`src/rtl/synth_pkg.sv`:
```
// Shared constants and encodings for the synth voice allocator.
// Holds the octave-0 period table plus voice/FSM state encodings.
// No logic; imported by voice_alloc and key_period.
package synth_pkg;

  // Octave-0 oscillator periods, C..B; A (index 9) is 2048000 so key 69 gives 64000.
  localparam logic [31:0] NOTE_TOP [0:11] = '{
    32'd3444312, 32'd3250997, 32'd3068533, 32'd2896309,
    32'd2733752, 32'd2580318, 32'd2435496, 32'd2298802,
    32'd2169780, 32'd2048000, 32'd1933057, 32'd1824560
  };

  typedef enum logic [1:0] {
    V_FREE      = 2'd0,
    V_ACTIVE    = 2'd1,
    V_RELEASING = 2'd2
  } vstate_t;

  typedef enum logic [1:0] {
    S_IDLE   = 2'd0,
    S_LOOKUP = 2'd1,
    S_STEAL  = 2'd2,
    S_ISSUE  = 2'd3
  } fsm_t;

endpackage

```
`src/rtl/key_period.sv`:
```
// Converts a 7-bit key number to its 32-bit oscillator period.
// Purely combinational, zero latency.
// No handshake; output follows input.
module key_period
  import synth_pkg::*;
(
  input  logic [6:0]  i_key,
  output logic [31:0] o_period
);

  logic [3:0] w_oct;
  logic [3:0] w_n;

  // Each octave up halves the period, so shift the octave-0 entry right.
  assign w_oct    = 4'(i_key / 7'd12);
  assign w_n      = 4'(i_key % 7'd12);
  assign o_period = NOTE_TOP[w_n] >> w_oct;

endmodule

```
`src/rtl/voice_alloc.sv`:
```
// Polyphonic voice allocator: maps key on/off events onto NVOICES notebank voices.
// Latency: pulse 2 cycles after handshake (3 when a voice is stolen); ready again 1 cycle later.
// Backpressure: ev_ready is low from handshake until the event has fully issued.
module voice_alloc
  import synth_pkg::*;
#(
  parameter int NVOICES = 4
)
(
  input  logic                   clk_slow,
  input  logic                   rst_b,
  input  logic                   ev_valid,
  output logic                   ev_ready,
  input  logic                   ev_on,
  input  logic [6:0]             ev_key,
  output logic [NVOICES-1:0]     note_on,
  output logic [NVOICES-1:0]     note_off,
  output logic [32*NVOICES-1:0]  period,
  input  logic [NVOICES-1:0]     voice_done,
  output logic [NVOICES-1:0]     voice_busy
);

  localparam int IW = $clog2(NVOICES);

  fsm_t               r_state;
  fsm_t               w_next;
  logic               r_ev_on;
  logic [6:0]         r_ev_key;
  logic [IW-1:0]      r_tgt;
  vstate_t            r_vs     [NVOICES];
  logic [6:0]         r_vkey   [NVOICES];
  logic [7:0]         r_age    [NVOICES];
  logic [31:0]        r_period [NVOICES];
  logic [NVOICES-1:0] r_note_on;
  logic [NVOICES-1:0] r_note_off;

  logic [31:0]        w_period;
  logic [IW-1:0]      w_tgt;
  logic               w_need_steal;
  logic               w_off_hit;
  logic               w_ready;
  logic               w_do_steal;
  logic               w_do_issue;
  logic [IW-1:0]      w_issue_tgt;

  key_period u_key_period (
    .i_key    (r_ev_key),
    .o_period (w_period)
  );

  // Target selection from the latched event: retrigger, free, oldest releasing, oldest active.
  always_comb begin
    logic          hit_same, hit_free, hit_rel, hit_act, hit_off;
    logic [IW-1:0] w_same_idx, w_free_idx, w_rel_idx, w_act_idx, w_off_idx;
    logic [7:0]    w_rel_age, w_act_age;
    hit_same = 1'b0; hit_free = 1'b0; hit_rel = 1'b0; hit_act = 1'b0; hit_off = 1'b0;
    w_same_idx = '0; w_free_idx = '0; w_rel_idx = '0; w_act_idx = '0; w_off_idx = '0;
    w_rel_age = '0; w_act_age = '0;
    for (int i = 0; i < NVOICES; i++) begin
      if (r_vs[i] != V_FREE && r_vkey[i] == r_ev_key && !hit_same) begin
        hit_same = 1'b1; w_same_idx = IW'(i);
      end
      if (r_vs[i] == V_FREE && !hit_free) begin
        hit_free = 1'b1; w_free_idx = IW'(i);
      end
      // Strict '>' keeps the lowest index on an age tie.
      if (r_vs[i] == V_RELEASING && (!hit_rel || r_age[i] > w_rel_age)) begin
        hit_rel = 1'b1; w_rel_idx = IW'(i); w_rel_age = r_age[i];
      end
      if (r_vs[i] == V_ACTIVE && (!hit_act || r_age[i] > w_act_age)) begin
        hit_act = 1'b1; w_act_idx = IW'(i); w_act_age = r_age[i];
      end
      if (r_vs[i] == V_ACTIVE && r_vkey[i] == r_ev_key && !hit_off) begin
        hit_off = 1'b1; w_off_idx = IW'(i);
      end
    end
    w_tgt        = '0;
    w_need_steal = 1'b0;
    w_off_hit    = hit_off;
    if (!r_ev_on)     w_tgt = w_off_idx;
    else if (hit_same) w_tgt = w_same_idx;
    else if (hit_free) w_tgt = w_free_idx;
    else if (hit_rel)  w_tgt = w_rel_idx;
    else begin
      w_tgt        = w_act_idx;
      w_need_steal = 1'b1;
    end
  end

  // FSM state register.
  always_ff @(posedge clk_slow) begin
    if (!rst_b) r_state <= S_IDLE;
    else        r_state <= w_next;
  end

  // FSM next-state logic.
  always_comb begin
    w_next = r_state;
    case (r_state)
      S_IDLE:   if (ev_valid && w_ready) w_next = S_LOOKUP;
      S_LOOKUP: w_next = (r_ev_on && w_need_steal) ? S_STEAL : S_ISSUE;
      S_STEAL:  w_next = S_ISSUE;
      S_ISSUE:  w_next = S_IDLE;
      default:  w_next = S_IDLE;
    endcase
  end

  // FSM outputs; pulses are registered on the edge entering STEAL/ISSUE so they show in that cycle.
  always_comb begin
    w_ready     = rst_b && (r_state == S_IDLE);
    w_do_steal  = (r_state == S_LOOKUP) && r_ev_on && w_need_steal;
    w_do_issue  = ((r_state == S_LOOKUP) && !(r_ev_on && w_need_steal)) || (r_state == S_STEAL);
    w_issue_tgt = (r_state == S_STEAL) ? r_tgt : w_tgt;
  end

  // Latch the event at the handshake and the chosen voice at the end of LOOKUP.
  always_ff @(posedge clk_slow) begin
    if (!rst_b) begin
      r_ev_on  <= 1'b0;
      r_ev_key <= '0;
      r_tgt    <= '0;
    end else begin
      if (ev_valid && w_ready) begin
        r_ev_on  <= ev_on;
        r_ev_key <= ev_key;
      end
      if (r_state == S_LOOKUP) r_tgt <= w_tgt;
    end
  end

  // Voice table: frees on done, then the issue update overrides its target voice.
  always_ff @(posedge clk_slow) begin
    if (!rst_b) begin
      r_note_on  <= '0;
      r_note_off <= '0;
      for (int i = 0; i < NVOICES; i++) begin
        r_vs[i]     <= V_FREE;
        r_vkey[i]   <= '0;
        r_age[i]    <= '0;
        r_period[i] <= '0;
      end
    end else begin
      r_note_on  <= '0;
      r_note_off <= '0;
      for (int i = 0; i < NVOICES; i++) begin
        if (r_vs[i] == V_RELEASING && voice_done[i]) r_vs[i] <= V_FREE;
      end
      if (w_do_steal) r_note_off[w_tgt] <= 1'b1;
      if (w_do_issue) begin
        if (r_ev_on) begin
          for (int i = 0; i < NVOICES; i++) begin
            if (IW'(i) != w_issue_tgt && r_vs[i] != V_FREE && r_age[i] != 8'hFF)
              r_age[i] <= r_age[i] + 8'd1;
          end
          r_note_on[w_issue_tgt] <= 1'b1;
          r_period[w_issue_tgt]  <= w_period;
          r_vs[w_issue_tgt]      <= V_ACTIVE;
          r_vkey[w_issue_tgt]    <= r_ev_key;
          r_age[w_issue_tgt]     <= '0;
        end else if (w_off_hit) begin
          r_note_off[w_issue_tgt] <= 1'b1;
          r_vs[w_issue_tgt]       <= V_RELEASING;
        end
      end
    end
  end

  assign ev_ready = w_ready;
  assign note_on  = r_note_on;
  assign note_off = r_note_off;

  for (genvar g = 0; g < NVOICES; g++) begin : g_out
    assign period[32*g +: 32] = r_period[g];
    assign voice_busy[g]      = (r_vs[g] != V_FREE);
  end

endmodule

```
`config.mk`:
```
export PLATFORM = sky130hd
export DESIGN_NAME = voice_alloc
export DESIGN_NICKNAME = d
export VERILOG_FILES = /design/src/rtl/synth_pkg.sv /design/src/rtl/key_period.sv /design/src/rtl/voice_alloc.sv
export SDC_FILE = /design/constraint.sdc
export NUM_CORES = 1
export LEC_CHECK = 0
export CAP_MARGIN = 20
export CORE_UTILIZATION = 55
export CTS_CLUSTER_DIAMETER = 120
export DETAILED_ROUTE_END_ITERATION = 7
export PLACE_DENSITY = 0.8
export REMOVE_ABC_BUFFERS = 1
export SYNTH_ARGS = -nofsm -noshare
export SYNTH_HDL_FRONTEND = slang
export SYNTH_SLANG_ARGS = --single-unit
```
`constraint.sdc`:
```
create_clock -name clk_slow -period 10.9 [get_ports clk_slow]
set_clock_uncertainty 0.1 [all_clocks]
set_input_delay 2.18 -clock clk_slow [delete_from_list [all_inputs] [get_ports clk_slow]]
set_output_delay 2.18 -clock clk_slow [all_outputs]
set_load 0.01 [all_outputs]
```
; Yosys cells after proc, flatten, opt, wreduce, memory -nomap -nowiden
; Memories as Yosys holds them, arrays and structs flattened.
; Index checks and enable logic that the tools add are counted.
; W data, S select, Z words.
[word_totals]
input_bits = 15
output_inout_bits = 141
rom_bits = 512
elab_cells = 262
ramBits = 196
n_memories = 5
register_bits = 20
[memory_table]
columns = name, words, word_bits, read_ports, rd_clocked_by_memory_dff, write_ports, line_no
row1 = (no name shown), 16, 32, 1, 0, 0, key_period.sv:17  ; assign o_period = NOTE_TOP[w_n] >> w_oct;
row2 = r_period, 4, 32, 4, 0, 4, voice_alloc.sv:33  ; logic [31:0] r_period [NVOICES];
row3 = r_age, 4, 8, 4, 0, 5, voice_alloc.sv:32  ; logic [7:0] r_age [NVOICES];
row4 = r_vkey, 4, 7, 4, 0, 4, voice_alloc.sv:31  ; logic [6:0] r_vkey [NVOICES];
row5 = r_vs, 4, 2, 4, 0, 5, voice_alloc.sv:30  ; vstate_t r_vs [NVOICES];
[classes]
bitwise_logic = 11
n_shift = 1
mux = 120
n_lt_le_gt_ge = 11
n_div = 2
n_eq_ne = 23
reduce_logical = 79
addsub = 4
[op_table]
columns = op, n
row1 = $mux W32, 3
row2 = $mux W8, 10
row3 = $mux W1, 75
row4 = $gt A8 B8 Y1, 6
row5 = $mux W2, 23
row6 = $logic_and A1 B1 Y1, 43
row7 = $add A8 B1 Y8 const B, 4
row8 = $ne A8 B8 Y1 const B, 4
row9 = $reduce_or A32 Y1, 1
row10 = $shr A32 B4 Y32, 1
row11 = $eq A7 B7 Y1, 4
row12 = $mux W4, 5
row13 = $logic_not A1 Y1, 16
row14 = $eq A2 B2 Y1 const B, 6
row15 = $eq A2 B1 Y1 const B, 5
row16 = $logic_not A2 Y1, 5
row17 = $reduce_bool A2 Y1, 5
row18 = $or A1 B1 Y1, 9
row19 = $pmux W2 S4, 1
row20 = $div A7 B4 Y7 const B, 1
row21 = $logic_or A1 B1 Y1, 7
row22 = $mod A7 B4 Y7 const B, 1
row23 = $mux W7, 1
row24 = $reduce_or A7 Y1, 1
row25 = 10 further kinds, 14

; Logic depth before layout (Yosys ltp)
[depth]
depth_word = 28
ltp_mapped = 32

; Cells and area by module
; A second synthesis with hierarchy kept.
[unflattened]
hier_cells = 1563
area_unflattened_um2 = 14197.4
[modules_own_cells]
columns = mod, cells_each, seq_area_each_um2, area_each_um2, n_inst
row1 = voice_alloc, 1084, 5965.7, 11030.6, 1
row2 = key_period, 479, 0.0, 3166.8, 1

; Worst setup path after synthesis
; Ideal clock, no wire load.
[synth_path]
path_type = reg-to-reg
start = memory r_vs[0][1] (netlist name)
end = memory r_vs[3][0] (netlist name) (enable)
setup_time_ns = 0.298
slack_ns = 3.357
stages_incl_launch_ff = 29
t_arrival_ns = 7.145
n_path_buf = 4
required_ns = 10.502
path_cell_list = edfxtp_1 > and2b_1 > buf_4 > clkbuf_1 > nand2_1 > ha_1 > a211oi_1 > o211ai_1 > o21ai_0 > a211o_1 > clkbuf_1 > clkbuf_1 > a31oi_1 > ha_1 > nand2_1 > o21ai_0 > o31ai_1 > a31oi_1 > mux2_2 > ha_1 > nor2b_1 > o211ai_1 > a211oi_1 > a211oi_1 > o221a_2 > o21ai_1 > nand3_1 > o21ai_2 > a211o_1
[synth_lines]
columns = item, line_no
row1 = from (decl), voice_alloc.sv:30

==> impl_metrics.yaml <==
drt:
  vias: 10100
  drt_iter0_markers: 879
  post_drt_via_cell_ratio: 6.28
  drt-met1-wl_um: 13200
  wirelength_um: 32900
  drc: 0
  wl_per_cell_um: 20.4
  antenna_left: 0
  drt_pass1_iterations: 5
  routed-wl-met3_um: 2700
  top_layer: "met4"
  met2_length_um: 16000
synth:
  synth_top_area_cell: "edfxtp_1"
  synth.area.top_cells: "edfxtp_1, dfxtp_1, ha_1"
  synth_ff_type: "edfxtp_1"
  ys_seq_elements: 176
  yosys.cell_types.count: 90
  async_flop_share: 0
  avgSynthCellArea_um2: 9.15
  synth-edff-count: 124
  syn_inst: 1240
  netlist_area_um2: 11300
  synth_top_cell_area_share: 0.328
  yosys_warnings: 0
  seq_area_frac_synth: 0.420
hold_path:
  worstHoldPathType: "reg -> reg"
layout:
  layout-area-overhead-vs-synth_pct: 15.4
  drive_gt1_frac: 0.0673
  mostFrequentLayoutCells: "nor2_1, edfxtp_1, clkdlybuf4s50_1"
  postLayoutCellArea_um2: 13100
  final_common_cell: "nor2_1"
  final_nets: 1403
  antenna_cells: 0
clock_network:
  cts_buffers: 17
  postCtsSetupRepairBufs: 0
  htreeDepth: 4
  ctsResizeCount: 0
  hold_buffers: 0
  cts_tree: "yes"
  cts_root_buffer: "clkbuf_16"
  insertion_delay_ns: 0.44
  clkSinkCount: 176
  clk_path_buf_depth: 2
  path_clk_slew_ns: 0.07
critical_path:
  crit_path_start_kind: "flip-flop"
  cp_max_fo: 38
  path_class: "reg -> reg"
  cp.required_ns: 10.99
  cp.arrival_ns: 8.20
  endpoint_kind: "flip-flop"
pwr:
  p_per_area_nw_per_um2: 183
  p_leak_uw: 0.00490
  vdd_drop_max_uv: 145
sta:
  final_hold_viol_count: 0
  fmax_mhz: 123
  worst_pin_slew_ns: 1.10
  drv_slew: 0
  relSlewSlack: 0.263
  min_period_over_period: 0.744
  setup_violations: 0
  whs_ns: 0.419
  rsz0062_at_grt: "no"
  min_period_ns: 8.11
  setup_tns_ns: 0
die:
  fp.dieArea_um2: 21200
  dieWidth_um: 146
  pin_count: 156
  floorplan.initialDensity: 0.561
  rows: 52
  core-area_um2: 20200
  die-height_um: 146
placed_design:
  portBuffers: 115
  place.detailed.hpwl_um: 23600
  place_area_um2: 12500
  gp_congestion: 0.927
global_route:
  grt_pass1_vias: 9428
  grt_overflow: 0
  grt_max_degree: 39
  antenna_found_initial: 0
  grtUsageTotal: 0.311
  grt_pass1_wl_um: 51100
job:
  maxCapViolCount: 0
outcome:
  status: "finished clean"
[layout make-up]
class                   count  area (um2)
clock buffers              18         429
clock inverters            14         169
fillers                  1666        7140
inverters                  63         236
multi-input cells         942        5920
flip-flops and latches    176        4760
well taps                 270         338
repair buffers            125        1230
[metal layers]
layer,vias up,GRT usage
met5,-,0
met2,498,0.519
met3,76,0.0555
li1,4699,-
met4,0,0.132
met1,4820,0.397
[through the flow]
| step | std cells | util | total power [uW] | setup slack (ns) |
|---|---|---|---|---|
| 3_5_place_dp | 1573 | 0.616 | 1750 | 2.11 |
| 6_report | 1608 | 0.647 | 2390 | 2.79 |
| 3_3_place_gp | 1573 | 0.616 | 1730 | 2.40 |
| 4_1_cts | 1605 | 0.645 | 2360 | 2.09 |
| 5_1_grt | 1608 | 0.647 | 2490 | 2.17 |
| 2_1_floorplan | 1181 | - | 1450 | 3.22 |
[kinds of logic after synthesis]
kind of cell               share of synthesized area
and+or+nand+nor                                0.205
adders and majority gates                     0.0695
buffers and inverters                         0.0722
other                                       0.000331
muxes                                         0.0116
AOI/OAI and AO/OA                              0.194
DFF                                            0.420
xor gates and xnor gates                      0.0270
[state kept, by name, indices dropped and copies added (netlist names)]
| signal | flops |
|---|---|
| note_off | 4 |
| note_on | 4 |
| r_age | 32 |
| r_ev_key | 7 |
| r_ev_on | 1 |
| r_period | 88 |
| r_state | 2 |
| r_tgt | 2 |
| r_vkey | 28 |
| r_vs | 8 |
[critical path: stages, from the launching register on]
cell and delay, ns:
edfxtp_1 0.40, and2b_1 0.61, nand2_1 0.12, ha_1 0.30
a211oi_1 0.23, o211ai_1 0.16, o21ai_0 0.23, a211o_1 0.45
nor2_1 0.08, a31oi_1 0.30, ha_1 0.31, nand4_1 0.12
o31ai_1 0.12, a31oi_1 0.78, mux2_2 0.42, ha_1 0.28
nor2b_1 0.13, o211ai_1 0.09, a211oi_1 0.33, a211oi_1 0.11
o221a_2 0.31, o21a_1 0.28, o211ai_2 0.27, buf_8 0.23
nand2_2 0.54, a211o_1 0.53
[power by group]
part	internal, uW	switching [uW]	total, uW
Clock	328	298	626
Sequential	757	49.3	806
Combinational	315	644	959
Total	1400	991	2390
[worst paths after layout]
path	slack [ns]	cells after the start	to	from
setup / recovery	2.79	25	r_vs[0][0]	r_vs[0][1]
hold / removal	0.42	2	r_tgt[1]	r_tgt[1]
setup reg to reg	2.79	25	r_vs[0][0]	r_vs[0][1]
hold reg to reg	0.42	2	r_tgt[1]	r_tgt[1]
[cell usage after synthesis, types with 17 or more instances]
library cell and count:
nor2_1 172, edfxtp_1 124, a21oi_1 85, nand2_1 84, ha_1 63, inv_1 61, o21ai_0 54, dfxtp_1 52
nand3_1 49, buf_4 47, clkbuf_1 33, nor3_1 28, or3_1 24, xor2_1 22, a211oi_1 20, o211ai_1 20
nand4_1 18, a31oi_1 17
(Power assumes the default switching activity.)
